--- src/rtl/lane_unpacker_pkg.sv ---
// Shared types for the lane unpacker: lane/word typedefs, FSM states and an
// index-width helper. Used by lane_unpacker and its interface.
// Optional feature macro (consumed by lane_unpacker): LANE_UNPACKER_SKIP_FILL_EN.
package lane_pkg;

  localparam int NLANES_DEF = 4;
  localparam int LANE_W_DEF = 32;

  // Width of a lane position index; never narrower than one bit.
  function automatic int idx_w(input int n);
    return (n > 1) ? $clog2(n) : 1;
  endfunction

  localparam int IDX_W = idx_w(NLANES_DEF);

  typedef logic [LANE_W_DEF-1:0] lane_t;

  typedef struct packed {
    lane_t [NLANES_DEF-1:0] lanes;
  } word_t;

  typedef enum logic [0:0] {
    IDLE = 1'b0,
    EMIT = 1'b1
  } state_t;

endpackage

--- src/rtl/lane_unpacker_if.sv ---
// Wide-in / lane-serial-out stream bundle for lane_unpacker.
// master = producer+consumer side, slave = the unpacker itself.
interface lane_unpacker_if #(
  parameter int NLANES = 4,
  parameter int LANE_W = 32
);
  import lane_pkg::*;

  localparam int IW = idx_w(NLANES);

  logic                     in_valid;
  logic                     in_ready;
  logic [NLANES*LANE_W-1:0] in_word;
  logic                     out_valid;
  logic                     out_ready;
  logic [LANE_W-1:0]        out_data;
  logic [IW-1:0]            out_idx;
  logic                     out_last;
  logic                     all_fill;

  modport master (
    output in_valid, in_word, out_ready,
    input  in_ready, out_valid, out_data, out_idx, out_last, all_fill
  );

  modport slave (
    input  in_valid, in_word, out_ready,
    output in_ready, out_valid, out_data, out_idx, out_last, all_fill
  );

endinterface

--- src/rtl/lane_unpacker_next_sel.sv ---
// Next-set-bit finder over a lane keep mask (bit p = pattern position p).
// Returns the lowest set position strictly after idx_i, or the lowest set
// position overall when from_start_i is high. found_o is low if none exists.
module lane_next_sel #(
  parameter int N  = 4,
  parameter int IW = 2
) (
  input  logic [N-1:0]  mask_i,
  input  logic [IW-1:0] idx_i,
  input  logic          from_start_i,
  output logic [IW-1:0] next_o,
  output logic          found_o
);

  // Scan downward so the lowest qualifying position is the one that sticks.
  always_comb begin
    next_o  = {IW{1'b0}};
    found_o = 1'b0;
    for (int p = N - 1; p >= 0; p--) begin
      if (mask_i[p] && (from_start_i || (p > int'(idx_i)))) begin
        next_o  = IW'(p);
        found_o = 1'b1;
      end else begin
        next_o  = next_o;
        found_o = found_o;
      end
    end
  end

endmodule

--- src/rtl/lane_unpacker.sv ---
// lane_unpacker: accepts a wide word (NLANES x LANE_W) and replays it one lane
// per beat, MSB lane first, on a valid/ready stream. Back-to-back words are
// accepted on the last-lane handshake so the output never bubbles.
// Optional macro LANE_UNPACKER_SKIP_FILL_EN: lanes equal to FILL_VAL are
// skipped; an all-fill word emits nothing and pulses all_fill instead.
module lane_unpacker
  import lane_pkg::*;
#(
  parameter int                NLANES   = 4,
  parameter int                LANE_W   = 32,
  parameter logic [LANE_W-1:0] FILL_VAL = {LANE_W{1'b0}}
) (
  input  logic          clk,
  input  logic          rst_n,
  lane_unpacker_if.slave bus
);

  localparam int IW = idx_w(NLANES);

  state_t                   state_q, state_d;
  logic [NLANES*LANE_W-1:0] word_q, word_d;
  logic [IW-1:0]            idx_q, idx_d;
  logic                     all_fill_q, all_fill_d;

  logic out_valid_s;
  logic in_ready_s;
  logic accept_s;
  logic fire_s;
  logic last_s;
  logic has_lanes_s;
  logic [IW-1:0] first_idx_s;
  logic [IW-1:0] step_idx_s;

`ifdef LANE_UNPACKER_SKIP_FILL_EN
  logic [NLANES-1:0] mask_q, mask_d;
  logic [NLANES-1:0] new_mask_s;
  logic [NLANES-1:0] sel_mask_s;
  logic [IW-1:0]     next_idx_s;
  logic              next_found_s;

  // Keep mask of the incoming word, indexed by pattern position (0 = MSB lane).
  always_comb begin
    new_mask_s = {NLANES{1'b0}};
    for (int p = 0; p < NLANES; p++) begin
      new_mask_s[p] = (bus.in_word[(NLANES-1-p)*LANE_W +: LANE_W] != FILL_VAL);
    end
  end

  // Accept and advance never coincide, so one finder serves both.
  always_comb begin
    if (accept_s) begin
      sel_mask_s = new_mask_s;
    end else begin
      sel_mask_s = mask_q;
    end
  end

  lane_next_sel #(
    .N  (NLANES),
    .IW (IW)
  ) u_next_sel (
    .mask_i       (sel_mask_s),
    .idx_i        (idx_q),
    .from_start_i (accept_s),
    .next_o       (next_idx_s),
    .found_o      (next_found_s)
  );

  // Current lane is last when no kept position lies above it.
  always_comb begin
    last_s = 1'b1;
    for (int p = 0; p < NLANES; p++) begin
      if (mask_q[p] && (p > int'(idx_q))) begin
        last_s = 1'b0;
      end else begin
        last_s = last_s;
      end
    end
  end

  assign has_lanes_s = |new_mask_s;
  assign first_idx_s = next_idx_s;
  assign step_idx_s  = next_idx_s;
`else
  assign last_s      = (idx_q == IW'(NLANES - 1));
  assign has_lanes_s = 1'b1;
  assign first_idx_s = {IW{1'b0}};
  assign step_idx_s  = idx_q + {{(IW-1){1'b0}}, 1'b1};
`endif

  assign out_valid_s = (state_q == EMIT);
  assign fire_s      = out_valid_s && bus.out_ready;
  assign in_ready_s  = (state_q == IDLE) || (fire_s && last_s);
  assign accept_s    = bus.in_valid && in_ready_s;

  // State register.
  always_ff @(posedge clk or negedge rst_n) begin
    if (!rst_n) begin
      state_q <= IDLE;
    end else begin
      state_q <= state_d;
    end
  end

  // Next-state: load a word with lanes to emit, drop back after the last beat.
  always_comb begin
    state_d = state_q;
    case (state_q)
      IDLE: begin
        if (accept_s && has_lanes_s) begin
          state_d = EMIT;
        end else begin
          state_d = IDLE;
        end
      end
      EMIT: begin
        if (fire_s && last_s) begin
          if (accept_s && has_lanes_s) begin
            state_d = EMIT;
          end else begin
            state_d = IDLE;
          end
        end else begin
          state_d = EMIT;
        end
      end
      default: state_d = IDLE;
    endcase
  end

  // Datapath next values: reload on accept, step index on a non-last beat.
  always_comb begin
    word_d     = word_q;
    idx_d      = idx_q;
    all_fill_d = 1'b0;
`ifdef LANE_UNPACKER_SKIP_FILL_EN
    mask_d     = mask_q;
`endif
    if (accept_s) begin
      word_d     = bus.in_word;
      idx_d      = first_idx_s;
      all_fill_d = !has_lanes_s;
`ifdef LANE_UNPACKER_SKIP_FILL_EN
      mask_d     = new_mask_s;
`endif
    end else if (fire_s && !last_s) begin
      idx_d = step_idx_s;
    end else begin
      idx_d = idx_q;
    end
  end

  // Datapath registers: held word, lane position, fill pulse.
  always_ff @(posedge clk or negedge rst_n) begin
    if (!rst_n) begin
      word_q     <= {(NLANES*LANE_W){1'b0}};
      idx_q      <= {IW{1'b0}};
      all_fill_q <= 1'b0;
`ifdef LANE_UNPACKER_SKIP_FILL_EN
      mask_q     <= {NLANES{1'b0}};
`endif
    end else begin
      word_q     <= word_d;
      idx_q      <= idx_d;
      all_fill_q <= all_fill_d;
`ifdef LANE_UNPACKER_SKIP_FILL_EN
      mask_q     <= mask_d;
`endif
    end
  end

  // Outputs: decoded purely from registered state; position p maps to lane NLANES-1-p.
  always_comb begin
    bus.out_valid = out_valid_s;
    bus.in_ready  = in_ready_s;
    bus.out_idx   = idx_q;
    bus.out_last  = out_valid_s && last_s;
    bus.all_fill  = all_fill_q;
    bus.out_data  = {LANE_W{1'b0}};
    for (int k = 0; k < NLANES; k++) begin
      if (idx_q == IW'(NLANES - 1 - k)) begin
        bus.out_data = word_q[k*LANE_W +: LANE_W];
      end else begin
        bus.out_data = bus.out_data;
      end
    end
  end

endmodule

--- src/flat_wrapper.sv ---
// flat-port wrapper written by rule: the top's interface ports become plain ports
module lane_unpacker_flat import lane_pkg::*;
#(
  parameter int                NLANES   = 4,
  parameter int                LANE_W   = 32,
  parameter logic [LANE_W-1:0] FILL_VAL = {LANE_W{1'b0}}
)
  (clk, rst_n, bus_in_valid, bus_in_word, bus_out_ready, bus_in_ready, bus_out_valid, bus_out_data, bus_out_idx, bus_out_last, bus_all_fill);
  lane_unpacker_if #(.NLANES(NLANES), .LANE_W(LANE_W)) bus_i ();
  input  logic clk;
  input  logic rst_n;
  input wire logic [$bits(bus_i.in_valid)-1:0] bus_in_valid;
  input wire logic [$bits(bus_i.in_word)-1:0] bus_in_word;
  input wire logic [$bits(bus_i.out_ready)-1:0] bus_out_ready;
  output wire logic [$bits(bus_i.in_ready)-1:0] bus_in_ready;
  output wire logic [$bits(bus_i.out_valid)-1:0] bus_out_valid;
  output wire logic [$bits(bus_i.out_data)-1:0] bus_out_data;
  output wire logic [$bits(bus_i.out_idx)-1:0] bus_out_idx;
  output wire logic [$bits(bus_i.out_last)-1:0] bus_out_last;
  output wire logic [$bits(bus_i.all_fill)-1:0] bus_all_fill;
  assign bus_i.in_valid = bus_in_valid;
  assign bus_i.in_word = bus_in_word;
  assign bus_i.out_ready = bus_out_ready;
  assign bus_in_ready = bus_i.in_ready;
  assign bus_out_valid = bus_i.out_valid;
  assign bus_out_data = bus_i.out_data;
  assign bus_out_idx = bus_i.out_idx;
  assign bus_out_last = bus_i.out_last;
  assign bus_all_fill = bus_i.all_fill;
  lane_unpacker #(.NLANES(NLANES), .LANE_W(LANE_W), .FILL_VAL(FILL_VAL)) u_core (.clk(clk), .rst_n(rst_n), .bus(bus_i));
endmodule
--- config.mk ---
export PLATFORM = sky130hd
export DESIGN_NAME = lane_unpacker_flat
export DESIGN_NICKNAME = d
export VERILOG_FILES = /design/src/rtl/lane_unpacker_pkg.sv /design/src/rtl/lane_unpacker_if.sv /design/src/rtl/lane_unpacker_next_sel.sv /design/src/rtl/lane_unpacker.sv /design/src/flat_wrapper.sv
export SDC_FILE = /design/constraint.sdc
export NUM_CORES = 1
export LEC_CHECK = 0
export BUFFER_PORTS_ARGS = -buffer_cell sky130_fd_sc_hd__buf_2
export CAP_MARGIN = 20
export CORE_AREA = 2 2 94 132
export CTS_CLUSTER_DIAMETER = 40
export DETAILED_ROUTE_END_ITERATION = 6
export DIE_AREA = 0 0 96 134
export PLACE_DENSITY = 0.85
export SLEW_MARGIN = 20
export SYNTH_ARGS = -nofsm -noshare
export SYNTH_HDL_FRONTEND = slang
export SYNTH_SLANG_ARGS = --single-unit
--- constraint.sdc ---
create_clock -name clk -period 5.4 [get_ports clk]
set_clock_uncertainty 0.15 [all_clocks]
set_input_delay 1.08 -clock clk [delete_from_list [all_inputs] [get_ports clk]]
set_output_delay 1.08 -clock clk [all_outputs]
set_load 0.03 [all_outputs]
Word level (Yosys, flattened, before mapping)
Cells that the tools add are included.

Register bits after elaboration: 131. Input bits: 132. Output and inout bits: 38.

Add/subtract/negate cells: 1. Equality and inequality tests: 3. Muxes and demuxes: 9. Bitwise operators: 1. Reductions and logical operators: 9.

Operator list (number): $mux 32 (4); $logic_and 1x1->1 (5); $eq 2x2->1 const B (2); $mux 2 (2); $add 2x1->2 const B (1); $eq 2x1->1 const B (1); $logic_not 2->1 (1); $mux 1 (2); $pmux 1 s2 (1); $reduce_bool 2->1 (1); $logic_not 1->1 (1); $logic_or 1x1->1 (1); $not 1->1 (1).

Longest topological paths before layout
Gate-level depths: netlist of the first run.

Depth after elaboration: 7. Gate-level depth with buffers: 7. Gate-level depth less buffers: 5.

Least setup slack after synthesis of the first run
Ideal clock, no wire load.

Path kind: register to output. Start: register u_core.idx_q[0] (netlist: u_core.bus.out_idx[0]). End: output bus_out_data[10]. Arrival: 2028 ps. Data required time: 4170 ps. Path slack: 2142 ps. Cell stages (with the launch flop): 8. Path buffers: 2. Path through: dfrtp_1 -> inv_1 -> ha_1 -> clkbuf_1 -> nor2b_1 -> buf_2 -> a22oi_1 -> a21oi_1.

Longest elaborated chain between the ends: 5.

RTL lines: start: declaration (line lane_unpacker.sv:22) `logic [IW-1:0] idx_q, idx_d;`; start signal: assignment (line lane_unpacker.sv:157) `idx_q <= {IW{1'b0}};`; start signal: assignment (line lane_unpacker.sv:164) `idx_q <= idx_d;`; $eq 2x2->1 (line lane_unpacker.sv:181) `if (idx_q == IW'(NLANES - 1 - k)) begin`; $mux 32 (3 in series) (line lane_unpacker.sv:181); $mux 32 (*) (line lane_unpacker.sv:181); end: declaration (line flat_wrapper.sv:17) `output wire logic [$bits(bus_i.out_data)-1:0] bus_out_data;`.

Mark *: on every way between the ends. The rest lies on a longest branch, timed or not.

Worst setup path after layout of the first run
Start: register u_core.idx_q[0] (netlist: u_core.bus.out_idx[0]). End: output bus_out_data[0].

The elaborated chain is that of the path after synthesis.

==> results.cfg, run 1 <==
[clock_tree]
clk_latency_ns = 0.40
cts_resized = 0
ctsHoldBuffers = 0
path_clk_slew_ns = 0.06
cts-buffers-inserted = 17
postCtsSetupBuffers = 0
cts_root_buf = clkbuf_16
htreeDepth = 4
cts_sinks = 131
cts_tree = yes
cts_buffer_depth = 2

[min_path]
min_from = u_core.word_q[105]$_DFFE_PN0P_
min_path_type = reg -> reg

[global_routing]
grt_max_degree = 89
busiest_layer = met2
grt_util_met2 = 0.414
grtUsageTotal = 0.234
grt_use_met1 = 0.267
grt_pass1_wl_um = 22600
overflow = 0
antenna_found_initial = 2
grt_pass1_vias = 4454
gr-usage-met3 = 0.0506

[floorplan]
fp.dieH_um = 134
rows = 47
coreArea_um2 = 11700
ioPinCount = 170
die-area_um2 = 12900
start_util = 0.537
die_w_um = 96

[drt]
route.detailed.drc = 0
vias = 4094
ant_nets = 0
routed_wl_um = 14500
dr.first_iter.drc_count = 187
wire_per_inst_um = 19.7
dr.pass1.iters = 4
via_per_inst = 5.57

[yosys]
synth.avg_cell_area_um2 = 15.3
synth_area_um2 = 6290
synth_top_area_frac = 0.521
ys_seq_elements = 131
synthDistinctLibCells = 28
ys_seq_area_frac = 0.521
synth.area.top_cells = dfrtp_1, mux2_4, a22oi_1
synth_top_area_cell = dfrtp_1
yosys_warnings = 0
synth_cells = 411
syn_nets = 547

[place]
place_congestion = 0.856
portBuffers = 168
dpl.hpwl_um = 9840

[sta]
hold_violations = 0
finalSetupViolCount = 0
rsz0062_at_grt = no
finalCritPeriodShare = 0.738
maxSlewViolCount = 0
tns_ns = 0
period_minus_slack_ns = 3.99
max_slew.worst_pin.slew_ns = 0.816
maxSlewHeadroom = 0.455
max_freq_ghz = 0.251

[cells_and_area]
area_delta_synth_final_pct = 21.0
drive_above_1_share = 0.573
fin_util = 0.651
layout_commonest_cell = buf_2
layout_common_cells = buf_2, dfrtp_1, mux2_4
final_nets = 709

[pwr]
totalPowerFinal_uw = 5470
p_per_area_nw_per_um2 = 719
p_leak_uw = 0.00394
irDropWorstVdd_v = 0.000483

[critical_path]
end_kind = output port
startpoint_type = register
critical_path.startpoint = u_core.bus.out_idx[0]$_DFFE_PN0P_
crit_type = reg -> out
arrival_ns = 2.76
r2r_start = u_core.bus.out_idx[0]$_DFFE_PN0P_
cp.required_ns = 4.17
crit_path_max_fanout = 17

[job]
maxCapViolations = 0

[outcome]
status = complete, no violations
==> final cells by class <==
cell class                 count  area, µm²
multi-input combinational    244       2670
inverter                       5       18.8
sequential                   131       3280
clock inverter                 9       81.3
timing repair buffer         174        905
clock buffer                  23        468
antenna                        2       5.00
fill                         874       4090
tap                          147        184
==> Yosys cell counts <==
| library cell | instances |
|---|---|
| dfrtp_1 | 131 |
| mux2_4 | 120 |
| a21oi_1 | 32 |
| o22ai_1 | 32 |
| a22oi_1 | 31 |
| clkbuf_1 | 13 |
| buf_12 | 11 |
| mux2_2 | 8 |
| inv_1 | 5 |
| ha_1 | 4 |
| buf_2 | 3 |
| nand2b_1 | 3 |
| a22o_1 | 2 |
| buf_8 | 2 |
| a21bo_4 | 1 |
| a31oi_1 | 1 |
| and2_1 | 1 |
| buf_4 | 1 |
| buf_6 | 1 |
| conb_1 | 1 |
| mux2i_1 | 1 |
| nand2_1 | 1 |
| nand2_4 | 1 |
| nand3b_1 | 1 |
| nor2_1 | 1 |
| nor2b_1 | 1 |
| o21ai_0 | 1 |
| or3b_2 | 1 |
==> critical path, stage by stage (launching register included) <==
cell	delay (ns)
dfrtp_1	0.42
ha_1	0.30
nor2b_2	0.71
buf_4	0.38
a22oi_1	0.12
a21oi_1	0.19
buf_2	0.22
==> routing by layer <==
layer / routed length, µm / part of all wire
met5: 0 / 0
met4: 378 / 0.026
met3: 622 / 0.043
met2: 7820 / 0.54
met1: 5660 / 0.39
==> logic make-up (layout without fill, tap and decap cells) <==
logic type	count (synthesis)	in the layout	share of synthesized area
adders and majority gates	4	4	0.00796
DFF	131	131	0.521
muxes	129	129	0.302
and+or+nand+nor	10	10	0.0105
other	1	3	0.000596
AOI/OAI and AO/OA	100	100	0.101
buffers and inverters	36	211	0.0559
==> per-stage QoR <==
stage               hold slack [ns]  cell area (µm²)  std cells  setup WS, ns
floorplan                     0.323             6290        411          2.14
global placement              0.341             7060        701          1.97
detailed placement            0.347             7060        701          1.87
CTS                           0.360             7600        733          1.41
global route                  0.370             7610        735          1.24
finish                        0.358             7610        735          1.41
==> final timing paths <==
kind / endpoint / slack (ns) / cells after the start
max: bus_out_data[0] / 1.41 / 6
min: u_core.word_q[105]$_DFFE_PN0P_ / 0.36 / 1
max reg2reg: u_core.word_q[104]$_DFFE_PN0P_ / 2.68 / 5
min reg2reg: u_core.word_q[105]$_DFFE_PN0P_ / 0.36 / 1
max in group asynchronous: u_core.word_q[79]$_DFFE_PN0P_ / 3.47 / 2
min in group asynchronous: u_core.word_q[30]$_DFFE_PN0P_ / 0.59 / 1
==> where the power goes <==
group          total [µW]  switching [µW]  internal, µW  leakage, µW
clock network        1060             401           655     0.000263
logic                2600            1390          1220      0.00211
registers            1820             332          1480      0.00156
total                5470            2120          3360      0.00394
==> sequential cells by signal, summed over array words and instances (netlist names) <==
register,cells
u_core.bus.out_valid,1
u_core.word_q,128
u_core.bus.out_idx,2
Note: power is estimated with default switching activity, not from simulation.
==> inputs of run 2 (changes only) <==
CORE_AREA = 2 2 100 141   (was 2 2 94 132)
DIE_AREA = 0 0 102 143   (was 0 0 96 134)
PLACE_DENSITY = 0.79   (was 0.85)
clock period = 3.35 ns   (was 5.4 ns; I/O delays follow)
==> run 2 against run 1 <==
Against the previous run: register-to-register slack lost 1.7 ns; global-route usage shrank 1.7 points; cell count grew 5.4%; critical path depth grew 1; cell area grew 2.3%.
==> results.cfg, run 2 (synthesis results as in run 1) <==
[clock_tree]
cts_resized = 0
cts_tree = yes
ctsHoldBuffers = 0
cts_buffer_depth = 2
htreeDepth = 4
clk_latency_ns = 0.40
cts-buffers-inserted = 17
cts_sinks = 131
postCtsSetupBuffers = 0
cts_root_buf = clkbuf_16
path_clk_slew_ns = 0.06

[floorplan]
rows = 50
coreArea_um2 = 13300
fp.dieH_um = 143
start_util = 0.474
die-area_um2 = 14600
die_w_um = 102
ioPinCount = 170

[critical_path]
critical_path.startpoint = u_core.bus.out_idx[0]$_DFFE_PN0P_
crit_path_max_fanout = 16
crit_chain = inv_1, ha_1, nand2b_1, buf_4, o22ai_1, a21oi_1, buf_2
cp.required_ns = 2.53
end_kind = output port
r2r_start = u_core.bus.out_idx[0]$_DFFE_PN0P_
cp_num_buf_inv = 3
max_stage_delay_ns = 0.43
cpLargestDelayFamily = buffers and inverters
crit_type = reg -> out
startpoint_type = register
cp_slowest_cell = dfrtp_1
arrival_ns = 2.13

[job]
maxCapViolations = 0

[drt]
dr.first_iter.drc_count = 216
routed_wl_um = 15400
ant_nets = 0
vias = 4237
route.detailed.drc = 0
via_per_inst = 5.47
dr.pass1.iters = 4
wire_per_inst_um = 19.9

[pwr]
p_leak_uw = 0.00402
p_per_area_nw_per_um2 = 1170
totalPowerFinal_uw = 9130
irDropWorstVdd_v = 0.000754

[sta]
period_minus_slack_ns = 2.95
rsz0062_at_grt = no
maxSlewHeadroom = 0.500
max_freq_ghz = 0.339
maxSlewViolCount = 0
hold_violations = 0
finalCritPeriodShare = 0.880
max_slew.worst_pin.slew_ns = 0.750
finalSetupViolCount = 0
tns_ns = 0

[cells_and_area]
final_area_um2 = 7790
final_nets = 718
area_delta_synth_final_pct = 23.9
regMostFlops = u_core.word_q
layout_commonest_cell = buf_2
layout_common_cells = buf_2, dfrtp_1, mux2_4
drive_above_1_share = 0.577
largest_reg_flops = 128

[place]
portBuffers = 168
dpl.hpwl_um = 10600
place_congestion = 0.802
dpl_cell_area_um2 = 7190

[global_routing]
overflow = 0
antenna_found_initial = 3
grt_max_degree = 132
grt_pass1_vias = 4645
grt_pass1_wl_um = 23700
grtUsageTotal = 0.216

[outcome]
status = complete, no violations

[min_path]
min_path_type = in -> async
[run 2: cell count changes in the layout (fill, tap and decap cells not counted), moves of 2 or more]
cell	previous run	this run
clkinv_2	4	2
clkinvlp_4	3	0
buf_4	5	13
buf_12	1	3
bufinv_16	1	4
[run 2: final cells by class]
cell class | count | area [µm²]
fill | 1102 | 5470
sequential | 131 | 3280
multi-input combinational | 244 | 2670
timing repair buffer | 183 | 993
clock buffer | 22 | 464
tap | 182 | 228
clock inverter | 6 | 130
inverter | 5 | 18.8
antenna | 2 | 5.00
[run 2: worst reg2reg max path: stages, from the launching register on]
cell and delay [ns]:
dfrtp_1 0.43, ha_1 0.29, a21bo_4 0.26, nand2_8 0.32, buf_4 0.38, mux2_2 0.37
[run 2: report_power, final]
| part | internal [µW] | switching, µW | total [µW] |
|---|---|---|---|
| Clock | 1270 | 635 | 1900 |
| Combinational | 2020 | 2300 | 4320 |
| Sequential | 2390 | 521 | 2910 |
[run 2: layer usage]
layer,vias up,track usage,routed length (µm)
met4,2,0.112,490
li1,1859,-,-
met2,180,0.369,8250
met3,38,0.0524,808
met5,-,0,12
met1,2158,0.249,5840
[run 2: stage by stage]
step	hold slack, ns	setup slack [ns]	std cells	utilization
2_1_floorplan	0.224	0.502	411	-
3_3_place_gp	0.341	0.921	745	0.542
3_5_place_dp	0.341	0.847	745	0.542
4_1_cts	0.253	0.400	773	0.587
5_1_grt	0.279	0.269	774	0.587
6_report	0.174	0.400	775	0.587
[run 2: path summary, 6_finish.rpt]
path                       cells after the start  slack (ns)                              to
min in group clk                               2        0.34   u_core.word_q[37]$_DFFE_PN0P_
hold reg to reg                                1        0.36  u_core.word_q[126]$_DFFE_PN0P_
setup / recovery                               7        0.40                 bus_out_data[4]
setup reg to reg                               5        1.02  u_core.word_q[106]$_DFFE_PN0P_
max in group asynchronous                      2        2.27   u_core.word_q[98]$_DFFE_PN0P_
hold / removal                                 2        0.17  u_core.word_q[125]$_DFFE_PN0P_
